`src/rtl/datapath_seq_pkg.sv`:
```
// Shared types and constants for the datapath micro-sequencer.
package datapath_seq_pkg;

  localparam int P_N  = 4;
  localparam int P_AW = 2;
  localparam int P_CW = 4;

  typedef enum logic [1:0] {
    CMD_LOADI = 2'd0,
    CMD_ALU   = 2'd1,
    CMD_REP   = 2'd2,
    CMD_NOP   = 2'd3
  } t_cmd_kind;

  typedef enum logic [1:0] {
    S_IDLE = 2'd0,
    S_EXEC = 2'd1,
    S_REP  = 2'd2,
    S_DONE = 2'd3
  } t_seq_state;

  typedef struct packed {
    logic sign;
    logic zero;
    logic overflow;
    logic carryOut;
  } t_flag;

  localparam logic [3:0] ALU_ADD = 4'h0;
  localparam logic [3:0] ALU_SUB = 4'h1;
  localparam logic [3:0] ALU_AND = 4'h2;
  localparam logic [3:0] ALU_OR  = 4'h3;
  localparam logic [3:0] ALU_XOR = 4'h4;

  typedef struct packed {
    t_cmd_kind         kind;
    logic [3:0]        op;
    logic [P_AW-1:0]   rd;
    logic [P_AW-1:0]   rs1;
    logic [P_AW-1:0]   rs2;
    logic [P_N-1:0]    imm;
    logic [P_CW-1:0]   cnt;
  } t_cmd;

  // A REP run ends after the write of the cycle holding iter==1, or early on abort.
  function automatic logic is_last_iter(input logic [P_CW-1:0] iter, input logic abort);
    return (iter == P_CW'(1)) || abort;
  endfunction

endpackage

```
`src/rtl/datapath_seq_if.sv`:
```
// Command handshake bus between a command source and the sequencer.
interface datapath_seq_if;
  import datapath_seq_pkg::*;

  logic              iCmdValid;
  logic              oCmdReady;
  logic [1:0]        iCmdKind;
  logic [3:0]        iCmdOp;
  logic [P_AW-1:0]   iCmdRd;
  logic [P_AW-1:0]   iCmdRs1;
  logic [P_AW-1:0]   iCmdRs2;
  logic [P_N-1:0]    iCmdImm;
  logic [P_CW-1:0]   iCmdCnt;

  modport master (
    output iCmdValid, iCmdKind, iCmdOp, iCmdRd, iCmdRs1, iCmdRs2, iCmdImm, iCmdCnt,
    input  oCmdReady
  );

  modport slave (
    input  iCmdValid, iCmdKind, iCmdOp, iCmdRd, iCmdRs1, iCmdRs2, iCmdImm, iCmdCnt,
    output oCmdReady
  );

endinterface

```
`src/rtl/datapath_seq_ctrl_decode.sv`:
```
// Moore decode of sequencer state plus latched command into regfile/ALU controls.
module seq_ctrl_decode
  import datapath_seq_pkg::*;
(
  input  t_seq_state       i_state,
  input  t_cmd_kind        i_kind,
  input  logic [3:0]       i_op,
  input  logic [P_AW-1:0]  i_rd,
  input  logic [P_AW-1:0]  i_rs1,
  input  logic [P_AW-1:0]  i_rs2,
  input  logic [P_N-1:0]   i_imm,
  output logic             o_we,
  output logic [P_AW-1:0]  o_wa,
  output logic [P_AW-1:0]  o_ra1,
  output logic [P_AW-1:0]  o_ra2,
  output logic             o_ysel,
  output logic [P_N-1:0]   o_imm,
  output logic [3:0]       o_aluop
);

  // Everything idles at zero; only EXEC (LOADI/ALU) and REP drive a write.
  always_comb begin
    o_we    = 1'b0;
    o_wa    = '0;
    o_ra1   = '0;
    o_ra2   = '0;
    o_ysel  = 1'b0;
    o_imm   = '0;
    o_aluop = '0;
    case (i_state)
      S_EXEC: begin
        case (i_kind)
          CMD_LOADI: begin
            o_we   = 1'b1;
            o_wa   = i_rd;
            o_ysel = 1'b1;
            o_imm  = i_imm;
          end
          CMD_ALU: begin
            o_we    = 1'b1;
            o_wa    = i_rd;
            o_ra1   = i_rs1;
            o_ra2   = i_rs2;
            o_aluop = i_op;
          end
          default: ;
        endcase
      end
      S_REP: begin
        o_we    = 1'b1;
        o_wa    = i_rd;
        o_ra1   = i_rd;
        o_ra2   = i_rs2;
        o_aluop = i_op;
      end
      default: ;
    endcase
  end

endmodule

```
`src/rtl/datapath_seq.sv`:
```
// Command-driven micro-sequencer for the register file + ALU datapath.
module datapath_seq
  import datapath_seq_pkg::*;
#(
  parameter int N  = P_N,
  parameter int AW = P_AW,
  parameter int CW = P_CW
) (
  input  logic           Clk,
  input  logic           Rst_n,
  datapath_seq_if.slave  bus,
  input  logic           iAbort,
  input  logic [3:0]     iFlag,
  output logic           oWE,
  output logic [AW-1:0]  oWA,
  output logic [AW-1:0]  oRA1,
  output logic [AW-1:0]  oRA2,
  output logic           oYSel,
  output logic [N-1:0]   oImm,
  output logic [3:0]     oALUop,
  output logic [3:0]     oFlag,
  output logic           oBusy,
  output logic           oDone
);

  t_seq_state      r_state;
  t_cmd            r_cmd;
  logic [CW-1:0]   r_iter;
  t_flag           r_flag;

  // Sequencer FSM: captures a command in IDLE, runs it, then pulses DONE for a cycle.
  always_ff @(posedge Clk or negedge Rst_n) begin
    if (!Rst_n) begin
      r_state <= S_IDLE;
      r_cmd   <= '0;
      r_iter  <= '0;
      r_flag  <= '0;
    end else begin
      case (r_state)
        S_IDLE: begin
          if (bus.iCmdValid) begin
            r_cmd <= '{kind: t_cmd_kind'(bus.iCmdKind),
                       op:   bus.iCmdOp,
                       rd:   bus.iCmdRd,
                       rs1:  bus.iCmdRs1,
                       rs2:  bus.iCmdRs2,
                       imm:  bus.iCmdImm,
                       cnt:  bus.iCmdCnt};
            r_iter  <= bus.iCmdCnt;
            r_state <= S_EXEC;
          end
        end
        S_EXEC: begin
          case (r_cmd.kind)
            CMD_ALU: begin
              r_flag  <= t_flag'(iFlag);
              r_state <= S_DONE;
            end
            CMD_REP: r_state <= (r_cmd.cnt == '0) ? S_DONE : S_REP;
            default: r_state <= S_DONE;
          endcase
        end
        S_REP: begin
          r_iter <= r_iter - CW'(1);
          r_flag <= t_flag'(iFlag);
          if (is_last_iter(r_iter, iAbort)) r_state <= S_DONE;
        end
        default: r_state <= S_IDLE;
      endcase
    end
  end

  assign bus.oCmdReady = (r_state == S_IDLE);
  assign oBusy         = (r_state != S_IDLE);
  assign oDone         = (r_state == S_DONE);
  assign oFlag         = r_flag;

  seq_ctrl_decode u_decode (
    .i_state (r_state),
    .i_kind  (r_cmd.kind),
    .i_op    (r_cmd.op),
    .i_rd    (r_cmd.rd),
    .i_rs1   (r_cmd.rs1),
    .i_rs2   (r_cmd.rs2),
    .i_imm   (r_cmd.imm),
    .o_we    (oWE),
    .o_wa    (oWA),
    .o_ra1   (oRA1),
    .o_ra2   (oRA2),
    .o_ysel  (oYSel),
    .o_imm   (oImm),
    .o_aluop (oALUop)
  );

endmodule

```
`src/flat_wrapper.sv`:
```
// flat-port wrapper written by rule: the top's interface ports become plain ports
module datapath_seq_flat import datapath_seq_pkg::*;
#(
  parameter int N  = P_N,
  parameter int AW = P_AW,
  parameter int CW = P_CW
)
  (Clk, Rst_n, iAbort, iFlag, oWE, oWA, oRA1, oRA2, oYSel, oImm, oALUop, oFlag, oBusy, oDone, bus_iCmdValid, bus_iCmdKind, bus_iCmdOp, bus_iCmdRd, bus_iCmdRs1, bus_iCmdRs2, bus_iCmdImm, bus_iCmdCnt, bus_oCmdReady);
  datapath_seq_if bus_i ();
  input  logic Clk;
  input  logic Rst_n;
  input  logic iAbort;
  input  logic [3:0] iFlag;
  output logic oWE;
  output logic [AW-1:0] oWA;
  output logic [AW-1:0] oRA1;
  output logic [AW-1:0] oRA2;
  output logic oYSel;
  output logic [N-1:0] oImm;
  output logic [3:0] oALUop;
  output logic [3:0] oFlag;
  output logic oBusy;
  output logic oDone;
  input wire logic [$bits(bus_i.iCmdValid)-1:0] bus_iCmdValid;
  input wire logic [$bits(bus_i.iCmdKind)-1:0] bus_iCmdKind;
  input wire logic [$bits(bus_i.iCmdOp)-1:0] bus_iCmdOp;
  input wire logic [$bits(bus_i.iCmdRd)-1:0] bus_iCmdRd;
  input wire logic [$bits(bus_i.iCmdRs1)-1:0] bus_iCmdRs1;
  input wire logic [$bits(bus_i.iCmdRs2)-1:0] bus_iCmdRs2;
  input wire logic [$bits(bus_i.iCmdImm)-1:0] bus_iCmdImm;
  input wire logic [$bits(bus_i.iCmdCnt)-1:0] bus_iCmdCnt;
  output wire logic [$bits(bus_i.oCmdReady)-1:0] bus_oCmdReady;
  assign bus_i.iCmdValid = bus_iCmdValid;
  assign bus_i.iCmdKind = bus_iCmdKind;
  assign bus_i.iCmdOp = bus_iCmdOp;
  assign bus_i.iCmdRd = bus_iCmdRd;
  assign bus_i.iCmdRs1 = bus_iCmdRs1;
  assign bus_i.iCmdRs2 = bus_iCmdRs2;
  assign bus_i.iCmdImm = bus_iCmdImm;
  assign bus_i.iCmdCnt = bus_iCmdCnt;
  assign bus_oCmdReady = bus_i.oCmdReady;
  datapath_seq #(.N(N), .AW(AW), .CW(CW)) u_core (.Clk(Clk), .Rst_n(Rst_n), .bus(bus_i), .iAbort(iAbort), .iFlag(iFlag), .oWE(oWE), .oWA(oWA), .oRA1(oRA1), .oRA2(oRA2), .oYSel(oYSel), .oImm(oImm), .oALUop(oALUop), .oFlag(oFlag), .oBusy(oBusy), .oDone(oDone));
endmodule
```
`config.mk`:
```
export PLATFORM = sky130hd
export DESIGN_NAME = datapath_seq_flat
export DESIGN_NICKNAME = d
export VERILOG_FILES = /design/src/rtl/datapath_seq_pkg.sv /design/src/rtl/datapath_seq_if.sv /design/src/rtl/datapath_seq_ctrl_decode.sv /design/src/rtl/datapath_seq.sv /design/src/flat_wrapper.sv
export SDC_FILE = /design/constraint.sdc
export NUM_CORES = 1
export LEC_CHECK = 0
export CORE_MARGIN = 2
export CORE_UTILIZATION = 45
export CTS_BUF_LIST = sky130_fd_sc_hd__clkbuf_4 sky130_fd_sc_hd__clkbuf_8 sky130_fd_sc_hd__clkbuf_16
export DETAILED_ROUTE_END_ITERATION = 8
export DONT_BUFFER_PORTS = 1
export MAX_ROUTING_LAYER = met4
export RECOVER_POWER = 50
export SYNTH_ARGS = -nofsm -noshare
export SYNTH_HDL_FRONTEND = slang
export SYNTH_SLANG_ARGS = --single-unit
```
`constraint.sdc`:
```
create_clock -name Clk -period 2.31 [get_ports Clk]
set_clock_uncertainty 0.1 [all_clocks]
set_input_delay 0.462 -clock Clk [delete_from_list [all_inputs] [get_ports Clk]]
set_output_delay 0.462 -clock Clk [all_outputs]
set_load 0.03 [all_outputs]
```
# Word-level counts from Yosys, hierarchy flattened

Cells that the tools add are included.

Flip-flop bits (word level): 30
Output and inout bits: 23
Word-level logic and storage cells: 58

Add/sub/neg operators: 1
Equality and inequality tests: 9
Mux-type cells: 23
Reduce and logical (&&, ||, !) cells: 12

Operators by type and width:

| operator                                                               | count |
|---|---|
| 4-bit one-hot mux with 2 select lines                                  | 3 |
| 4-bit 2-to-1 mux                                                       | 5 |
| 2-bit 2-to-1 mux                                                       | 6 |
| 2-bit one-hot mux with 2 select lines                                  | 3 |
| 2-bit AND reduction                                                    | 4 |
| 2-bit equality test (second input constant)                            | 3 |
| 2-bit one-hot mux with 3 select lines                                  | 1 |
| 2-bit nonzero test                                                     | 3 |
| 2-bit by 1-bit equality test with 1-bit output (second input constant) | 2 |
| 4-bit by 1-bit equality test with 1-bit output (second input constant) | 1 |
| 2-bit zero test                                                        | 2 |
| 4-bit zero test                                                        | 1 |
| 1-bit 2-to-1 mux                                                       | 4 |
| 2-bit != test (second input constant)                                  | 2 |
| 4-bit by 1-bit subtractor with 4-bit output (second input constant)    | 1 |
| 2-bit by 1-bit != test with 1-bit output (second input constant)       | 1 |
| 1-bit one-hot mux with 2 select lines                                  | 1 |
| 2-bit OR reduction                                                     | 1 |
| 1-bit logical OR                                                       | 1 |

# Longest topological paths before layout

Gate-level depths: netlist of the first run.

Depth in word-level cells: 4
Gate-level depth with buffers: 7
Mapped depth without buffers: 5

# By module

From an unflattened synthesis of the first run, not the netlist that was laid out.

Cell total of the unflattened synthesis: 147
Area total of the unflattened synthesis: 1644.1 um^2

Modules (own cells, without submodules):

| module          | times used | cells each | area each (um^2) | seq. area each (um^2) |
|---|---|---|---|---|
| datapath_seq    | 1          | 111        | 1416.4           | 750.7 |
| seq_ctrl_decode | 1          | 36         | 227.7            | 0.0 |

# Least setup slack after synthesis of the first run

Ideal clock, no wire load.

Path type: register to output
Start: register u_core.r_state[1]
End: output oImm[0]
Arrival: 1745 ps
Required time: 1748 ps
Path slack: 3 ps
Stages on the path, launching flop included: 6
Buffers on the path: 0
Path through: dfrtp_1 > inv_1 > ha_1 > nor2b_1 > nor2b_1 > and2_1

Longest elaborated chain between the ends: 2

RTL lines:

| element                                        | RTL line                       | source |
|---|---|---|
| start: declaration                             | datapath_seq.sv:26             | `t_seq_state r_state;` |
| start signal: assignment                       | datapath_seq.sv:59             | `CMD_REP: r_state <= (r_cmd.cnt == '0) ? S_DONE : S_REP;` |
| 2-bit by 1-bit equality test with 1-bit output | datapath_seq_ctrl_decode.sv:30 | `case (i_state)` |
| 4-bit 2-to-1 mux                               | datapath_seq_ctrl_decode.sv:30 |  |
| end: declaration                               | flat_wrapper.sv:19             | `output logic [N-1:0] oImm;` |

No other way between the ends.

# Worst setup path in the final report of the first run

Start: register u_core.r_state[0]
End: output oWA[0]

Longest elaborated chain between the ends: 2
Elaborated cells between the ends (all ways): 3

RTL lines:

| element                                                                               | RTL line                       | source |
|---|---|---|
| 2-bit equality test or 2-bit by 1-bit equality test with 1-bit output (tied branches) | datapath_seq_ctrl_decode.sv:30 |  |
| 2-bit one-hot mux with 2 select lines *                                               | datapath_seq_ctrl_decode.sv:30 |  |
| end: declaration                                                                      | flat_wrapper.sv:15             | `output logic [AW-1:0] oWA;` |

Every way passes the cells marked *; elsewhere a longest branch is shown, timed or not.

==> flow_summary_export.csv, run 1 <==
group,metric,value,unit
yosys,ys_async_sr_fraction,100,%
placed_design,gp_congestion,0.816,
cts,clk_root_buffer_cell,"clkbuf_4",
yosys,synth_nets,170,
detailed_routing,drtPass1Iterations,4,
yosys,synth-seq-cells,30,
critical_path,path_max_fanout,8,
critical_path,worstReg2RegStart,"u_core.r_state[0]$_DFFE_PN0P_",
floorplanning,core,3340,um2
floorplanning,dieHeight,63,um
yosys,ys_seq_area_share,47.9,%
pwr,p_leak,0.829,nW
yosys,synth-edff-count,0,
yosys,syn_inst,135,
pwr,vdd_ir_drop_max,687,uV
pwr,power,0.00299,W
cts,cts_tree,"yes",
yosys,synth_top_family_by_area,"multiplexers",
yosys,synth-xor-area-share,0.559,%
critical_path,worstSetupStartpoint,"u_core.r_state[0]$_DFFE_PN0P_",
cts,cts_max_path_buffers,2,
critical_path,start_kind,"register",
global_route,grt_overflow,0,
critical_path,cp.arrival,1.68,ns
final_layout,fin_cells,199,
final_layout,area_growth,18.2,%
min_path,worstHoldPathType,"in2reg",
sta,period_share,97.0,%
pwr,switching_share,41.9,%
critical_path,crit_end,"oWA[0]",
yosys,avgSynthCellArea,11.6,um2
cts,clk_pin_slew,0.11,ns
global_route,grt_max_degree,31,
run_status,status,"finished, final reports clean",
global_route,grt_usage,17.9,%
placed_design,dp_slack,0.193,ns
cts,clkLatencyLatePin,0.34,ns
floorplanning,fp.dieW,63,um
sta,fmax,0.446,GHz
pwr,powerDensity,1620,nW/um2
cts,cts.sinks,30,
sta,fin_crit,2.24,ns
yosys,synth_fa_ha_area_share,5.59,%
critical_path,required,1.75,ns
yosys,synth-warning-count,0,
pwr,p_clk_share,13.1,%
floorplanning,rows,21,
critical_path,critical_path_class,"reg2out",
sta,slew_headroom,9.54,%
placed_design,place_inst,187,
detailed_routing,via_per_inst,5.44,
yosys,syn_area,1570,um2
yosys,synth-simple-area-share,13.2,%
final_layout,drive_above_1_share,41.2,%
placed_design,hpwl,2.18,mm
pwr,switchingPower,0.00126,W
sta,finalWorstSetupSlack,0.0689,ns
yosys,synth.distinct_cells,32,
cts,numCtsBuffers,5,
pwr,pwr-share-seq,35.8,%
job,maxCapViolCount,0,
final_layout,nNetsFinal,187,
detailed_routing,dr_total_vias,1083,
sta,tightest_slew,1.36,ns
placed_design,io_buffers,0,
floorplanning,start_util,46.9,%
pwr,p_comb_share,51.1,%
critical_path,r2r_end,"u_core.r_state[1]$_DFFE_PN0P_",
sta,setup_viol_count_final,0,
global_route,grt_pass1_vias,1121,
cts,htreeDepth,2,
sta,hold_violations,0,
detailed_routing,drt-total-wl,3.14,mm
global_route,grt_pass1_wl,5.34,mm
pwr,p_int,0.00174,W
floorplanning,die_area,3970,um2
detailed_routing,post_drt_wl_per_cell,15.8,um
yosys,synth-compound-area-share,8.55,%
critical_path,ff2ff_path_depth,5,
yosys,ys.flop_type,"dfrtp_1",
detailed_routing,ant_nets,0,
global_route,antenna_found_initial,0,
detailed_routing,first_iter_violations,41,
critical_path,r2r_slack,0.26,ns
detailed_routing,drc,0,
yosys,muxShareOfSynthArea,19.3,%
critical_path,crit_path_end_kind,"primary output",
floorplanning,io_pins,51,
final_layout,n_antenna_cell,0,
sta,slew_viol_final,0,
## cells in the final DEF (no fill, tap or decap), types with 2 or more instances in the layout
cell / synthesis / layout
a31oi_1: 2 / 2
nand2_1: 2 / 2
clkbuf_4: 0 / 5
mux2_2: 26 / 26
dfrtp_1: 30 / 30
nor2b_4: 0 / 2
nor2_1: 3 / 3
o22ai_1: 3 / 3
buf_4: 0 / 13
inv_1: 9 / 8
a21oi_1: 2 / 2
ha_4: 0 / 2
and2_4: 0 / 6
nand3_1: 3 / 3
and2_1: 10 / 4
nand2b_1: 2 / 2
nor2b_1: 5 / 3
a22oi_1: 2 / 2
o21ai_0: 4 / 3
nor3b_1: 2 / 2
nor3_1: 4 / 4
clkbuf_8: 0 / 3
ha_1: 7 / 4
## flip-flops by register name, summed over array words and instances (netlist names)
signal / cells
u_core.r_cmd: 20
u_core.r_state: 2
u_core.oFlag: 4
u_core.r_iter: 4
## layout make-up
cell class / instances / area (um2)
fillers: 308 / 1490
clock buffers: 8 / 78.8
repair buffers: 16 / 125
multi-input cells: 90 / 806
well taps: 46 / 57.6
flip-flops and latches: 30 / 751
inverters: 9 / 33.8
## worst max-delay path, cell delays in order (launching register included)
cell and delay [ns]:
dfrtp_1 0.45, inv_1 0.14, ha_2 0.26, o21ai_1 0.25
nor2_1 0.07, buf_4 0.17
## Yosys cell counts (2+ instances only)
cell / n / area (um2)
nand2b_1: 2 / 12.5
nand3_1: 3 / 15.0
o21ai_0: 4 / 20.0
nor3_1: 4 / 20.0
buf_2: 4 / 20.0
o22ai_1: 3 / 18.8
nor3b_1: 2 / 15.0
nor2b_1: 5 / 31.3
and2_1: 10 / 62.6
inv_1: 9 / 33.8
buf_6: 2 / 22.5
a22oi_1: 2 / 15.0
mux2_2: 26 / 293
a31oi_1: 2 / 12.5
a21oi_1: 2 / 10.0
ha_1: 7 / 87.6
nor2_1: 3 / 11.3
dfrtp_1: 30 / 751
nand2_1: 2 / 7.51
## cells by family after synthesis
family / Yosys count
AO/OA/AOI/OAI: 20
buffers and inverters: 15
XOR/XNOR: 1
flip-flops: 30
adder cells (fa/ha/maj): 7
AND/OR/NAND/NOR: 35
multiplexers: 27
## per-layer routing
metal / vias to the layer above / track usage [%] / share of wire [%]
met5: - / - / 0
met4: 0 / 5.83 / 1.4
met3: 5 / 5.59 / 5.1
met2: 33 / 28.6 / 50
met1: 540 / 21.4 / 43
li1: 505 / - / -
## through the flow
step	hold WS (ns)	setup TNS (ns)	util, %	instance area [um2]
3_5_place_dp	0.0671	0	50.1	1670
4_1_cts	0.164	-0.117	54.3	1810
6_report	0.170	0	55.5	1850
3_3_place_gp	0.0671	0	50.1	1670
2_1_floorplan	0.0664	0	-	1570
5_1_grt	0.147	-0.0475	55.5	1850
## power by group through the flow
stage	combinational, W	clock [W]	sequential (W)
after global routing	0.00168	0.000434	0.00111
final	0.00153	0.000393	0.00107
after CTS	0.00143	0.000401	0.00106
after detailed placement	0.00135	0	0.00107
after floorplan	0.00114	0	0.00101
after global placement	0.00131	0	0.00105
## how the worst min path moves through the flow
stage                          startpoint                           end  cells past startpoint
after global routing      bus_iCmdKind[0]  u_core.r_cmd[18]$_DFFE_PN0P_                      1
after CTS                  bus_iCmdRs1[1]  u_core.r_cmd[11]$_DFFE_PN0P_                      1
after global placement              Rst_n   u_core.oFlag[0]$_DFFE_PN0P_                      0
after floorplan                     Rst_n   u_core.oFlag[0]$_DFFE_PN0P_                      0
final                      bus_iCmdCnt[2]   u_core.r_cmd[2]$_DFFE_PN0P_                      1
after detailed placement            Rst_n   u_core.oFlag[0]$_DFFE_PN0P_                      0
## repair_timing
item	CTS	global route
hold endpoints to repair	30	0
endpoints found under the setup margin	14	14
pin swaps	0	0
hold buffers	2	0
gates resized for setup	14	11
setup buffers	1	1
(Power assumes the default switching activity.)
==> run 2: changes to the inputs <==
SYNTH_HIERARCHICAL = 1   (was default)
==> run 2 against run 1 <==
Net effect: wire length grew 12%; final cell count grew 9.5%; flip-flop and latch count is the same; sequential power is essentially flat; highest routed layer unchanged.
==> flow_summary_export.csv, run 2 <==
group,metric,value,unit
run_status,status,"finished, final reports clean",
cts,clk_pin_slew,0.10,ns
detailed_routing,ant_nets,0,
pwr,switching_share,40.5,%
floorplanning,die_area,4150,um2
yosys,synth-warning-count,6,
global_route,grt_usage,18.4,%
global_route,grt_overflow,0,
sta,hold_violations,0,
sta,fin_crit,2.21,ns
final_layout,largest-register,"u_core/r_cmd",
sta,slew_viol_final,0,
final_layout,fillers,302,
yosys,syn_area,1640,um2
critical_path,worstSetupStartpoint,"u_core/r_state[1]$_DFFE_PN0P_",
cts,cts.sinks,30,
final_layout,area_growth,22.7,%
yosys,yosysTopAreaCellShare,45.7,%
yosys,synth_area_leader_cell,"dfrtp_1",
critical_path,required,1.75,ns
final_layout,postLayoutCellArea,2020,um2
cts,cts_max_path_buffers,2,
yosys,synth-edff-count,0,
global_route,antenna_found_initial,0,
floorplanning,io_pins,51,
final_layout,largest_reg_flops,20,
cts,clkLatencyLatePin,0.32,ns
yosys,synth-seq-cells,30,
final_layout,multi_input_area,860,um2
critical_path,ff2ff_path_depth,7,
critical_path,r2r_slack,0.38,ns
final_layout,n_antenna_cell,0,
final_layout,seqCellArea,753,um2
global_route,grt_max_degree,31,
final_layout,final_common_cell,"dfrtp_1",
floorplanning,fp.dieW,64.4,um
critical_path,start_kind,"register",
detailed_routing,first_iter_violations,52,
final_layout,fin_cells,218,
global_route,grt_pass1_vias,1197,
critical_path,r2r_end,"u_core/r_state[1]$_DFFE_PN0P_",
sta,slew_headroom,11.0,%
yosys,yosysMostFrequentCell,"dfrtp_1",
sta,fmax,0.453,GHz
yosys,ys_seq_area_share,45.7,%
min_path,worstHoldPathType,"in2reg",
placed_design,place_inst,202,
pwr,p_leak,0.891,nW
pwr,p_comb_share,51.0,%
floorplanning,rows,21,
pwr,switchingPower,0.00136,W
critical_path,worstReg2RegStart,"u_core/r_state[1]$_DFFE_PN0P_",
pwr,powerDensity,1660,nW/um2
critical_path,cp.arrival,1.65,ns
pwr,p_int,0.00199,W
pwr,p_clk_share,16.3,%
pwr,pwr-share-seq,32.7,%
job,maxCapViolCount,0,
sta,period_share,95.6,%
detailed_routing,via_per_inst,5.47,
final_layout,drive_above_1_share,40.1,%
final_layout,nNetsFinal,208,
placed_design,placed_cell_area,1800,um2
placed_design,gp_congestion,0.742,
yosys,synthTopCellsByArea,"dfrtp_1 (46%), mux2_2 (17%), ha_1 (6.8%), nand2b_1 (3.8%), a21oi_1 (3.3%)",
min_path,hp-start,"bus_iCmdImm[2]",
final_layout,final_cell_mix,"dfrtp_1 (28), mux2_2 (25), buf_4 (19)",
yosys,syn_inst,147,
pwr,vdd_ir_drop_max,718,uV
detailed_routing,drc,0,
yosys,synth.distinct_cells,33,
yosys,ys.flop_type,"dfrtp_1",
yosys,avgSynthCellArea,11.2,um2
detailed_routing,drt-total-wl,3.51,mm
yosys,ys_async_sr_fraction,100,%
detailed_routing,drtPass1Iterations,4,
sta,setup_viol_count_final,0,
detailed_routing,dr_total_vias,1193,
floorplanning,core,3420,um2
detailed_routing,post_drt_wl_per_cell,16.1,um
yosys,synth_common_cells,"dfrtp_1 (30), mux2_2 (25), a21oi_1 (11)",
cts,numCtsBuffers,5,
yosys,synth_nets,184,
critical_path,crit_end,"oALUop[3]",
cts,clk_root_buffer_cell,"clkbuf_4",
floorplanning,dieHeight,64.4,um
floorplanning,start_util,48.1,%
placed_design,io_buffers,0,
sta,tightest_slew,1.33,ns
critical_path,crit_path_end_kind,"primary output",
critical_path,critical_path_class,"reg2out",
cts,cts_tree,"yes",
global_route,grt_pass1_wl,5.71,mm
placed_design,hpwl,2.46,mm
critical_path,path_max_fanout,6,
cts,htreeDepth,2,
==> run 2: how the worst min path moves through the flow <==
stage | cells past startpoint | endpoint
2_1_floorplan | 0 | u_core/oFlag[0]$_DFFE_PN0P_
3_3_place_gp | 0 | u_core/r_cmd[14]$_DFFE_PN0P_
3_5_place_dp | 0 | u_core/r_cmd[15]$_DFFE_PN0P_
4_1_cts | 1 | u_core/oFlag[0]$_DFFE_PN0P_
5_1_grt | 1 | u_core/r_cmd[11]$_DFFE_PN0P_
6_report | 1 | u_core/r_cmd[6]$_DFFE_PN0P_
==> run 2: stage by stage <==
step	setup WS (ns)	power [W]	hold WS, ns	util, %	setup TNS, ns
2_1_floorplan	0.0869	0.00226	0.0664	-	0
3_3_place_gp	0.369	0.00259	0.0670	52.6	0
3_5_place_dp	0.326	0.00265	0.0670	52.6	0
4_1_cts	0.000954	0.00327	0.161	57.4	0
5_1_grt	-0.00597	0.00361	0.144	59.0	-0.00597
6_report	0.101	0.00335	0.178	59.0	0
==> run 2: worst max-delay path: stages (launching register included) <==
cell	delay, ns
dfrtp_2	0.45
inv_1	0.07
ha_2	0.21
nand3b_1	0.09
buf_4	0.17
a21oi_2	0.18
buf_6	0.16
==> run 2: area by class of cell <==
cell class / count / share of cell area [%]
Sequential cell: 30 / 37.3
Tap cell: 46 / 2.85
Inverter: 10 / 1.92
Clock buffer: 6 / 2.54
Timing Repair Buffer: 23 / 9.74
Clock inverter: 2 / 2.98
Multi-Input combinational cell: 101 / 42.6
==> run 2: routing by layer <==
layer	up-vias	routed length [um]	GRT usage, %
met4	0	27	5.59
met5	-	0	-
li1	571	-	-
met3	4	167	4.86
met1	590	1420	22.4
met2	28	1900	30.3
==> run 2: repair_timing <==
action | 4_1_cts | 5_1_grt
pin swaps | 3 | 0
resized for setup | 6 | 8
setup buffers | 1 | 5
setup endpoints to repair | 11 | 11
endpoints found under the hold margin | 30 | 0
hold buffers | 2 | 0
==> run 2: logic make-up (layout without fill, tap and decap cells) <==
kind of cell	after synthesis	count (layout)	share of synthesized area (%)
muxes	28	28	18.9
DFF	30	30	45.7
AOI/OAI and AO/OA	26	26	9.67
xor gates and xnor gates	1	1	0.533
adders and majority gates	9	9	6.85
buffers and inverters	16	41	4.03
and+or+nand+nor	37	37	14.3
==> run 2: power by group through the flow <==
stage	clock [W]	combinational (W)	sequential, W
2_1_floorplan	0	0.00122	0.00104
3_3_place_gp	0	0.00150	0.00109
3_5_place_dp	0	0.00154	0.00111
4_1_cts	0.000564	0.00160	0.00110
5_1_grt	0.000584	0.00189	0.00114
6_report	0.000545	0.00171	0.00109
